### config.mk
export PLATFORM = sky130hd
export DESIGN_NAME = icache_fetch_responder
export DESIGN_NICKNAME = d
export VERILOG_FILES = /design/src/rtl/icache_fetch_responder_pkg.sv /design/src/rtl/icache_fetch_responder_tag_data_array.sv /design/src/rtl/icache_fetch_responder.sv
export SDC_FILE = /design/constraint.sdc
export NUM_CORES = 2
export LEC_CHECK = 0
export CORE_MARGIN = 10
export CORE_UTILIZATION = 25
export DETAILED_ROUTE_END_ITERATION = 10
export PLACE_DENSITY_LB_ADDON = 0.05
export SYNTH_ARGS = -nofsm -noshare
export SYNTH_HDL_FRONTEND = slang
export SYNTH_HIERARCHICAL = 1
export SYNTH_SLANG_ARGS = --single-unit
### constraint.sdc
create_clock -name clk_i -period 34.6 [get_ports clk_i]
set_input_delay 6.92 -clock clk_i [delete_from_list [all_inputs] [get_ports clk_i]]
set_output_delay 6.92 -clock clk_i [all_outputs]
set_load 0.02 [all_outputs]
### src/rtl/icache_fetch_responder_pkg.sv
// Shared definitions for the fetch-side I-cache responder: default geometry, bundle bit
// positions, FSM state encoding and the response-bundle packing helper.
package icache_fetch_responder_pkg;

    localparam int DEF_NUM_SETS  = 16;
    localparam int DEF_LINE_BITS = 128;
    localparam int DEF_ADDR_SIZE = 40;

    localparam int WORD_BITS       = 32;
    localparam int WORD_BYTES_LOG2 = 2;

    // Request bundle: {valid, vaddr, inv_icache, inv_buffer, inv_fetch}; valid is the top bit.
    localparam int REQ_FLAG_BITS      = 3;
    localparam int REQ_INV_ICACHE_BIT = 2;
    localparam int REQ_INV_BUFFER_BIT = 1;
    localparam int REQ_INV_FETCH_BIT  = 0;

    // Response bundle: {valid, data[31:0], xcpt}
    localparam int RESP_BITS      = 34;
    localparam int RESP_VALID_BIT = 33;
    localparam int RESP_DATA_LSB  = 1;
    localparam int RESP_XCPT_BIT  = 0;

    typedef enum logic [2:0] {
        ST_IDLE,
        ST_MISS_REQ,
        ST_MISS_WAIT,
        ST_REPLAY,
        ST_FLUSH
    } fetch_state_e;

    function automatic logic [RESP_BITS-1:0] pack_resp(input logic valid,
                                                       input logic [WORD_BITS-1:0] data,
                                                       input logic xcpt);
        logic [RESP_BITS-1:0] r;
        r = '0;
        r[RESP_VALID_BIT] = valid;
        r[RESP_DATA_LSB +: WORD_BITS] = data;
        r[RESP_XCPT_BIT] = xcpt;
        return r;
    endfunction

endpackage

### src/rtl/icache_fetch_responder_tag_data_array.sv
// icache_tag_data_array: per-set valid/tag/line storage with one async read port,
// one synchronous write port and a per-set valid clear used by the flush walk.
module icache_tag_data_array
    import icache_fetch_responder_pkg::*;
#(
    parameter int NUM_SETS  = DEF_NUM_SETS,
    parameter int TAG_BITS  = 32,
    parameter int LINE_BITS = DEF_LINE_BITS,
    localparam int IDX_W    = $clog2(NUM_SETS)
) (
    input  logic                 clk,
    input  logic                 srst,
    input  logic [IDX_W-1:0]     rd_idx,
    output logic                 rd_valid,
    output logic [TAG_BITS-1:0]  rd_tag,
    output logic [LINE_BITS-1:0] rd_data,
    input  logic                 wr_en,
    input  logic [IDX_W-1:0]     wr_idx,
    input  logic [TAG_BITS-1:0]  wr_tag,
    input  logic [LINE_BITS-1:0] wr_data,
    input  logic                 clr_en,
    input  logic [IDX_W-1:0]     clr_idx
);

    logic [NUM_SETS-1:0]  valid_reg;
    logic [TAG_BITS-1:0]  tag_mem  [NUM_SETS];
    logic [LINE_BITS-1:0] data_mem [NUM_SETS];

    always_ff @(posedge clk) begin
        if (wr_en) begin
            tag_mem[wr_idx]  <= wr_tag;
            data_mem[wr_idx] <= wr_data;
        end
    end

    // Only the valid bits need reset; stale tag/data behind a cleared valid is harmless.
    genvar gi;
    generate
        for (gi = 0; gi < NUM_SETS; gi++) begin : g_valid
            always_ff @(posedge clk) begin
                if (srst) begin
                    valid_reg[gi] <= 1'b0;
                end else if (clr_en && clr_idx == IDX_W'(gi)) begin
                    valid_reg[gi] <= 1'b0;
                end else if (wr_en && wr_idx == IDX_W'(gi)) begin
                    valid_reg[gi] <= 1'b1;
                end
            end
        end
    endgenerate

    assign rd_valid = valid_reg[rd_idx];
    assign rd_tag   = tag_mem[rd_idx];
    assign rd_data  = data_mem[rd_idx];

endmodule

### src/rtl/icache_fetch_responder.sv
// Direct-mapped, identity-translated I-cache answering fetch requests; misses refill one line.
// Optional one-line refill buffer enabled by defining ICACHE_LINE_BUFFER_EN.
module icache_fetch_responder
    import icache_fetch_responder_pkg::*;
#(
    parameter int NUM_SETS  = DEF_NUM_SETS,
    parameter int LINE_BITS = DEF_LINE_BITS,
    parameter int ADDR_SIZE = DEF_ADDR_SIZE
) (
    input  logic                 clk_i,
    input  logic                 rst_i,
    input  logic                 req_valid_i,
    input  logic [ADDR_SIZE-1:0] req_vaddr_i,
    input  logic                 inv_icache_i,
    input  logic                 inv_buffer_i,
    input  logic                 inv_fetch_i,
    output logic                 resp_valid_o,
    output logic [31:0]          resp_data_o,
    output logic                 resp_xcpt_o,
    output logic                 mem_req_valid_o,
    input  logic                 mem_req_ready_i,
    output logic [ADDR_SIZE-1:0] mem_req_addr_o,
    input  logic                 mem_resp_valid_i,
    input  logic [LINE_BITS-1:0] mem_resp_data_i,
    input  logic                 mem_resp_err_i
);

    localparam int WORDS   = LINE_BITS / WORD_BITS;
    localparam int OFF_W   = $clog2(WORDS);
    localparam int BYTE_W  = $clog2(LINE_BITS / 8);
    localparam int IDX_W   = $clog2(NUM_SETS);
    localparam int LADDR_W = ADDR_SIZE - BYTE_W;
    localparam int TAG_W   = LADDR_W - IDX_W;

    logic [ADDR_SIZE+REQ_FLAG_BITS:0] req_bundle;
    logic                 req_valid, inv_icache, inv_buffer, inv_fetch;
    logic [ADDR_SIZE-1:0] req_vaddr;
    logic [LADDR_W-1:0]   req_line;
    logic [OFF_W-1:0]     req_off;

    assign req_bundle = {req_valid_i, req_vaddr_i, inv_icache_i, inv_buffer_i, inv_fetch_i};
    assign req_valid  = req_bundle[ADDR_SIZE+REQ_FLAG_BITS];
    assign req_vaddr  = req_bundle[REQ_FLAG_BITS +: ADDR_SIZE];
    assign inv_icache = req_bundle[REQ_INV_ICACHE_BIT];
    assign inv_buffer = req_bundle[REQ_INV_BUFFER_BIT];
    assign inv_fetch  = req_bundle[REQ_INV_FETCH_BIT];
    assign req_line   = req_vaddr[ADDR_SIZE-1:BYTE_W];
    assign req_off    = req_vaddr[BYTE_W-1:WORD_BYTES_LOG2];

    fetch_state_e          state_reg;
    logic [RESP_BITS-1:0]  resp_bundle_reg;
    logic                  mem_req_valid_reg;
    logic [ADDR_SIZE-1:0]  mem_req_addr_reg;
    logic [LADDR_W-1:0]    miss_line_reg;
    logic [OFF_W-1:0]      miss_off_reg;
    logic                  kill_reg;
    logic                  flush_pending_reg;
    logic [IDX_W-1:0]      flush_idx_reg;

    logic                  arr_valid;
    logic [TAG_W-1:0]      arr_tag;
    logic [LINE_BITS-1:0]  arr_data;
    logic                  arr_hit, hit;
    logic [31:0]           hit_word;
    logic                  refill_done, refill_wr, kill_now, flush_now;
    logic [31:0]           arr_words    [WORDS];
    logic [31:0]           refill_words [WORDS];

    assign refill_done = (state_reg == ST_MISS_WAIT) && mem_resp_valid_i;
    assign refill_wr   = refill_done && !mem_resp_err_i;
    assign kill_now    = kill_reg || inv_fetch;
    assign flush_now   = flush_pending_reg || inv_icache;

    icache_tag_data_array #(
        .NUM_SETS  (NUM_SETS),
        .TAG_BITS  (TAG_W),
        .LINE_BITS (LINE_BITS)
    ) u_array (
        .clk      (clk_i),
        .srst     (rst_i),
        .rd_idx   (req_line[IDX_W-1:0]),
        .rd_valid (arr_valid),
        .rd_tag   (arr_tag),
        .rd_data  (arr_data),
        .wr_en    (refill_wr),
        .wr_idx   (miss_line_reg[IDX_W-1:0]),
        .wr_tag   (miss_line_reg[LADDR_W-1:IDX_W]),
        .wr_data  (mem_resp_data_i),
        .clr_en   (state_reg == ST_FLUSH),
        .clr_idx  (flush_idx_reg)
    );

    genvar gi;
    generate
        for (gi = 0; gi < WORDS; gi++) begin : g_words
            assign arr_words[gi]    = arr_data[gi*WORD_BITS +: WORD_BITS];
            assign refill_words[gi] = mem_resp_data_i[gi*WORD_BITS +: WORD_BITS];
        end
    endgenerate

    assign arr_hit = arr_valid && (arr_tag == req_line[LADDR_W-1:IDX_W]);

`ifdef ICACHE_LINE_BUFFER_EN
    logic                 buf_valid_reg;
    logic [LADDR_W-1:0]   buf_line_reg;
    logic [LINE_BITS-1:0] buf_data_reg;
    logic [31:0]          buf_words [WORDS];
    logic                 buf_hit;
    logic                 unused_bits;

    generate
        for (gi = 0; gi < WORDS; gi++) begin : g_buf_words
            assign buf_words[gi] = buf_data_reg[gi*WORD_BITS +: WORD_BITS];
        end
    endgenerate

    // Any invalidate (or an ongoing flush) beats a refill landing in the same cycle.
    always_ff @(posedge clk_i) begin
        if (rst_i) begin
            buf_valid_reg <= 1'b0;
            buf_line_reg  <= '0;
            buf_data_reg  <= '0;
        end else if (inv_buffer || inv_icache || state_reg == ST_FLUSH) begin
            buf_valid_reg <= 1'b0;
        end else if (refill_wr) begin
            buf_valid_reg <= 1'b1;
            buf_line_reg  <= miss_line_reg;
            buf_data_reg  <= mem_resp_data_i;
        end
    end

    assign buf_hit     = buf_valid_reg && (buf_line_reg == req_line);
    assign hit         = buf_hit || arr_hit;
    assign hit_word    = buf_hit ? buf_words[req_off] : arr_words[req_off];
    assign unused_bits = ^req_vaddr[WORD_BYTES_LOG2-1:0];
`else
    logic unused_bits;
    assign hit         = arr_hit;
    assign hit_word    = arr_words[req_off];
    assign unused_bits = ^{req_vaddr[WORD_BYTES_LOG2-1:0], inv_buffer};
`endif

    always_ff @(posedge clk_i) begin
        if (rst_i) begin
            state_reg         <= ST_IDLE;
            resp_bundle_reg   <= '0;
            mem_req_valid_reg <= 1'b0;
            mem_req_addr_reg  <= '0;
            miss_line_reg     <= '0;
            miss_off_reg      <= '0;
            kill_reg          <= 1'b0;
            flush_pending_reg <= 1'b0;
            flush_idx_reg     <= '0;
        end else begin
            resp_bundle_reg <= '0;
            case (state_reg)
                ST_IDLE: begin
                    if (inv_icache) begin
                        state_reg     <= ST_FLUSH;
                        flush_idx_reg <= '0;
                    end else if (req_valid && hit) begin
                        resp_bundle_reg <= pack_resp(1'b1, hit_word, 1'b0);
                    end else if (req_valid) begin
                        miss_line_reg     <= req_line;
                        miss_off_reg      <= req_off;
                        mem_req_valid_reg <= 1'b1;
                        mem_req_addr_reg  <= {req_line, BYTE_W'(0)};
                        kill_reg          <= 1'b0;
                        state_reg         <= ST_MISS_REQ;
                    end
                end
                ST_MISS_REQ: begin
                    if (inv_fetch)  kill_reg <= 1'b1;
                    if (inv_icache) flush_pending_reg <= 1'b1;
                    if (mem_req_ready_i) begin
                        mem_req_valid_reg <= 1'b0;
                        state_reg         <= ST_MISS_WAIT;
                    end
                end
                ST_MISS_WAIT: begin
                    if (inv_fetch)  kill_reg <= 1'b1;
                    if (inv_icache) flush_pending_reg <= 1'b1;
                    if (refill_done) begin
                        if (kill_now) begin
                            // Killed refill still lands in the array; only the replay is dropped.
                            kill_reg <= 1'b0;
                            if (flush_now) begin
                                flush_pending_reg <= 1'b0;
                                flush_idx_reg     <= '0;
                                state_reg         <= ST_FLUSH;
                            end else begin
                                state_reg <= ST_IDLE;
                            end
                        end else begin
                            resp_bundle_reg <= pack_resp(1'b1,
                                mem_resp_err_i ? 32'h0 : refill_words[miss_off_reg],
                                mem_resp_err_i);
                            state_reg <= ST_REPLAY;
                        end
                    end
                end
                ST_REPLAY: begin
                    if (flush_now) begin
                        flush_pending_reg <= 1'b0;
                        flush_idx_reg     <= '0;
                        state_reg         <= ST_FLUSH;
                    end else begin
                        state_reg <= ST_IDLE;
                    end
                end
                ST_FLUSH: begin
                    flush_idx_reg <= flush_idx_reg + IDX_W'(1);
                    if (flush_idx_reg == IDX_W'(NUM_SETS - 1)) begin
                        state_reg <= ST_IDLE;
                    end
                end
                default: state_reg <= ST_IDLE;
            endcase
        end
    end

    assign resp_valid_o    = resp_bundle_reg[RESP_VALID_BIT];
    assign resp_data_o     = resp_bundle_reg[RESP_DATA_LSB +: WORD_BITS];
    assign resp_xcpt_o     = resp_bundle_reg[RESP_XCPT_BIT];
    assign mem_req_valid_o = mem_req_valid_reg;
    assign mem_req_addr_o  = mem_req_addr_reg;

endmodule

==> impl_results.md <==
- Netlist area before placement: 103000 µm²
- Critical path capture point type: flop
- Mapped Avg Cell Area: 21.1 µm²
- Count of hold buffers inserted by post-cts repair: 0
- Number of buffers on the longest clock path: 4
- Number of buffers added by the clock tree synthesis step: 330
- Kind of path behind the tightest hold check: reg -> reg
- Clock tree from TritonCTS: built
- Final hold vios: 0
- Clock sink count: 2658
- Cell leakage power: 38.2 nW
- Number of buffers added for setup after CTS: 0
- Initial standard-cell utilization of the core: 0.251
- Data required, critical path: 35.41 ns
- Placer Congestion: 0.692
- Worst reg2reg path endpoint: u_array/data_mem[11][45]$_DFFE_PP_
- Vias per cell: 4.73
- Fraction of final layout cells sized beyond drive strength 1: 0.235
- Kind of start point of the critical path: input port
- Post-synth ARST share: 0
- Critical path startpoint: req_vaddr_i[4]
- Placeable core region: 410000 µm²
- Pin slew with the least headroom to its limit: 1.14 ns
- Skew final: 0.0504 ns
- Clock-pin slew on the worst setup and hold paths: 0.06 ns
- Worst reg2reg path startpoint: state_reg[1]$_SDFFE_PP0P_
- Die Y-Extent: 662 µm
- Worst Hold Launch: u_array/valid_reg[1]$_SDFFE_PP0P_
- Sequential element share of the synthesized area: 0.766
- Max FFs per register: 2048
- DRT iter0 DRCs: 4318
- Post-DRT Antenna Nets: 0
- Maximum number of pins on one net before global-route repair: 94
- Final setup TNS: 0 ns
- Max layer used: met5
- Area of the die: 438000 µm²
- Critical Path AT: 12.94 ns
- Number of cells upsized or downsized after cts: 0
- Critical Setup Path Class: in -> reg
- YS warnings: 6
- Number of vias after detailed routing: 52300
- Netlist cell types: 53
- R2r worst-path depth: 8
- Number of instances in the synthesized netlist: 4866
- VDD IR max: 0.0000329 V
- Clock tree root buffer cell: sky130_fd_sc_hd__clkbuf_16
- WL met1: 163000 µm
- Highest attainable clock frequency: 82.5 MHz
- Outcome: complete, no violations
- Overall routed net length: 368000 µm
- Boundary Pins: 252
- # setup viols final: 0
- #FFs+latches synth: 2658
- Routed wire length on met2: 181000 µm
- Flip-flop cell with the highest count after synthesis: sky130_fd_sc_hd__edfxtp_1
- Power per cell area: 59.5 nW/µm²
- Final net count: 5492
- Tmin final: 12.13 ns
- Number of antenna violations at the first check in global routing: 105
- Final Max Slew Viols: 0
- Pre-Repair DR Iteration Count: 6
- Worst hold slack: 0.495 ns
- Worst hold path cell count: 2
- Horizontal die dimension: 662 µm
- Max Fanout on Critical Path: 44
- Share of the cycle needed by the critical path after routing: 0.350
- Worst hold endpoint: u_array/valid_reg[1]$_SDFFE_PP0P_
- Wire length of the first global-routing pass: 498000 µm
- H-tree levels: 5
- Met3 wirelength from detailed routing: 18000 µm
- Vias in the first global route: 54800
- Half-perimeter wire length after placement: 207000 µm
- Setup slack on the worst flop-to-flop path: 28.84 ns
- Count of input and output buffers: 244
- Setup repair after global routing missed its margin: no
- Overall Global Routing Usage: 0.165
- Detailed-route DRC error count: 0
- Post-synth EDFFs: 2560
- Congestion Overflow GR: 0
- Max-slew headroom: 0.237
- Count of max-cap constraint violations: 0
- Row Count: 235
- Skew-Pair Late Insertion Delay: 0.94 ns
- Synth-to-Final Area Change: 19.2%
- Routed length per placed instance: 33.3 µm
## cells by family after synthesis
kind of cell / count (synthesis) / synth area share
fa+ha+maj: 1 / 0.000122
simple gates: 541 / 0.0262
mux: 796 / 0.153
other cells: 1 / 0.0000364
compound gates: 513 / 0.0367
xor+xnor: 32 / 0.00272
buf+inv: 324 / 0.0153
flops: 2658 / 0.766
## critical path, cell delays in order
cell and delay [ns]:
sky130_fd_sc_hd__buf_8 0.43, sky130_fd_sc_hd__buf_4 0.64, sky130_fd_sc_hd__buf_4 0.77, sky130_fd_sc_hd__mux4_2 0.61
sky130_fd_sc_hd__a22oi_1 0.24, sky130_fd_sc_hd__nand2_1 0.10, sky130_fd_sc_hd__xnor2_1 0.47, sky130_fd_sc_hd__and4_1 0.29
sky130_fd_sc_hd__and2_2 0.84, sky130_fd_sc_hd__nand3_4 0.82, sky130_fd_sc_hd__o21ai_0 0.57
## through the flow
| stage | util | setup slack (ns) | total power [mW] | instance area [µm²] | instances |
|---|---|---|---|---|---|
| after floorplan | - | 14.98 | 3.86 | 103000 | 4869 |
| after global placement | 0.274 | 21.24 | 4.08 | 112000 | 10400 |
| after detailed placement | 0.274 | 21.25 | 4.08 | 112000 | 10400 |
| after CTS | 0.299 | 22.28 | 7.44 | 123000 | 11000 |
| after global routing | 0.299 | 22.02 | 7.59 | 123000 | 11000 |
| final | 0.299 | 22.47 | 7.30 | 123000 | 11100 |
## layer usage
metal / vias up / track usage
met2: 1325 / 0.279
met3: 497 / 0.0286
li1: 21500 / -
met5: - / 0
met1: 29000 / 0.224
met4: 28 / 0.0281
## layout make-up
cell class              instances  area, µm²
diodes                         26       65.1
clock buffers                 422       8820
clock inverters               175       1340
fillers                     40000     287000
inverters                      20       75.1
multi-input cells            1887      22700
flip-flops and latches       2658      78800
well taps                    5451       6820
repair buffers                417       4000
## Yosys cell counts, types with 41 or more instances
cell	count	area share
sky130_fd_sc_hd__edfxtp_1	2560	0.75
sky130_fd_sc_hd__mux4_2	620	0.14
sky130_fd_sc_hd__a22oi_1	385	0.028
sky130_fd_sc_hd__nand2_1	219	0.0080
sky130_fd_sc_hd__mux2i_1	176	0.017
sky130_fd_sc_hd__buf_2	116	0.0056
sky130_fd_sc_hd__clkbuf_1	107	0.0039
sky130_fd_sc_hd__dfxtp_1	98	0.019
sky130_fd_sc_hd__nand3_1	91	0.0044
sky130_fd_sc_hd__o21ai_0	58	0.0028
sky130_fd_sc_hd__nor2b_1	53	0.0032
sky130_fd_sc_hd__nand4_1	47	0.0029
sky130_fd_sc_hd__nor2_1	45	0.0016
sky130_fd_sc_hd__buf_4	42	0.0031
sky130_fd_sc_hd__nor3b_1	41	0.0030
## cell usage in the layout, fill, tap and decap left out, drive strengths merged, types with 2 or more instances in the layout
cell type,count
a31o,2
and3,3
nand2b,5
and2,8
bufinv,16
mux2i,176
nor3,10
conb,4
o21ai,74
inv,33
dfxtp,98
buf,180
nor4,3
a22oi,405
mux4,620
and4,2
xnor2,32
nor3b,41
a311oi,7
clkinv,141
clkdlybuf4s50,237
nor2b,53
nand3b,3
nand2,219
nand3,92
a21oi,4
nand4,48
diode,26
clkbuf,422
nor2,49
o21bai,2
a211oi,11
o22ai,2
clkinvlp,5
edfxtp,2560
## worst max-delay path by stage
stage / to / slack [ns] / depth (start not counted)
after floorplan: u_array/data_mem[0][0]$_DFFE_PP_ / 14.98 / 4
after global placement: resp_bundle_reg[15]$_SDFF_PP0_ / 21.24 / 11
after detailed placement: resp_bundle_reg[15]$_SDFF_PP0_ / 21.25 / 11
after CTS: resp_bundle_reg[15]$_SDFF_PP0_ / 22.28 / 11
after global routing: resp_bundle_reg[15]$_SDFF_PP0_ / 22.02 / 11
final: resp_bundle_reg[15]$_SDFF_PP0_ / 22.47 / 11
## power by group
part / internal (mW) / leakage [nW] / switching [mW]
clock network: 1.92 / 4.99 / 1.38
registers: 3.56 / 23.9 / 0.0374
logic: 0.154 / 9.30 / 0.253
total: 5.63 / 38.2 / 1.67
(Power assumes the default switching activity.)
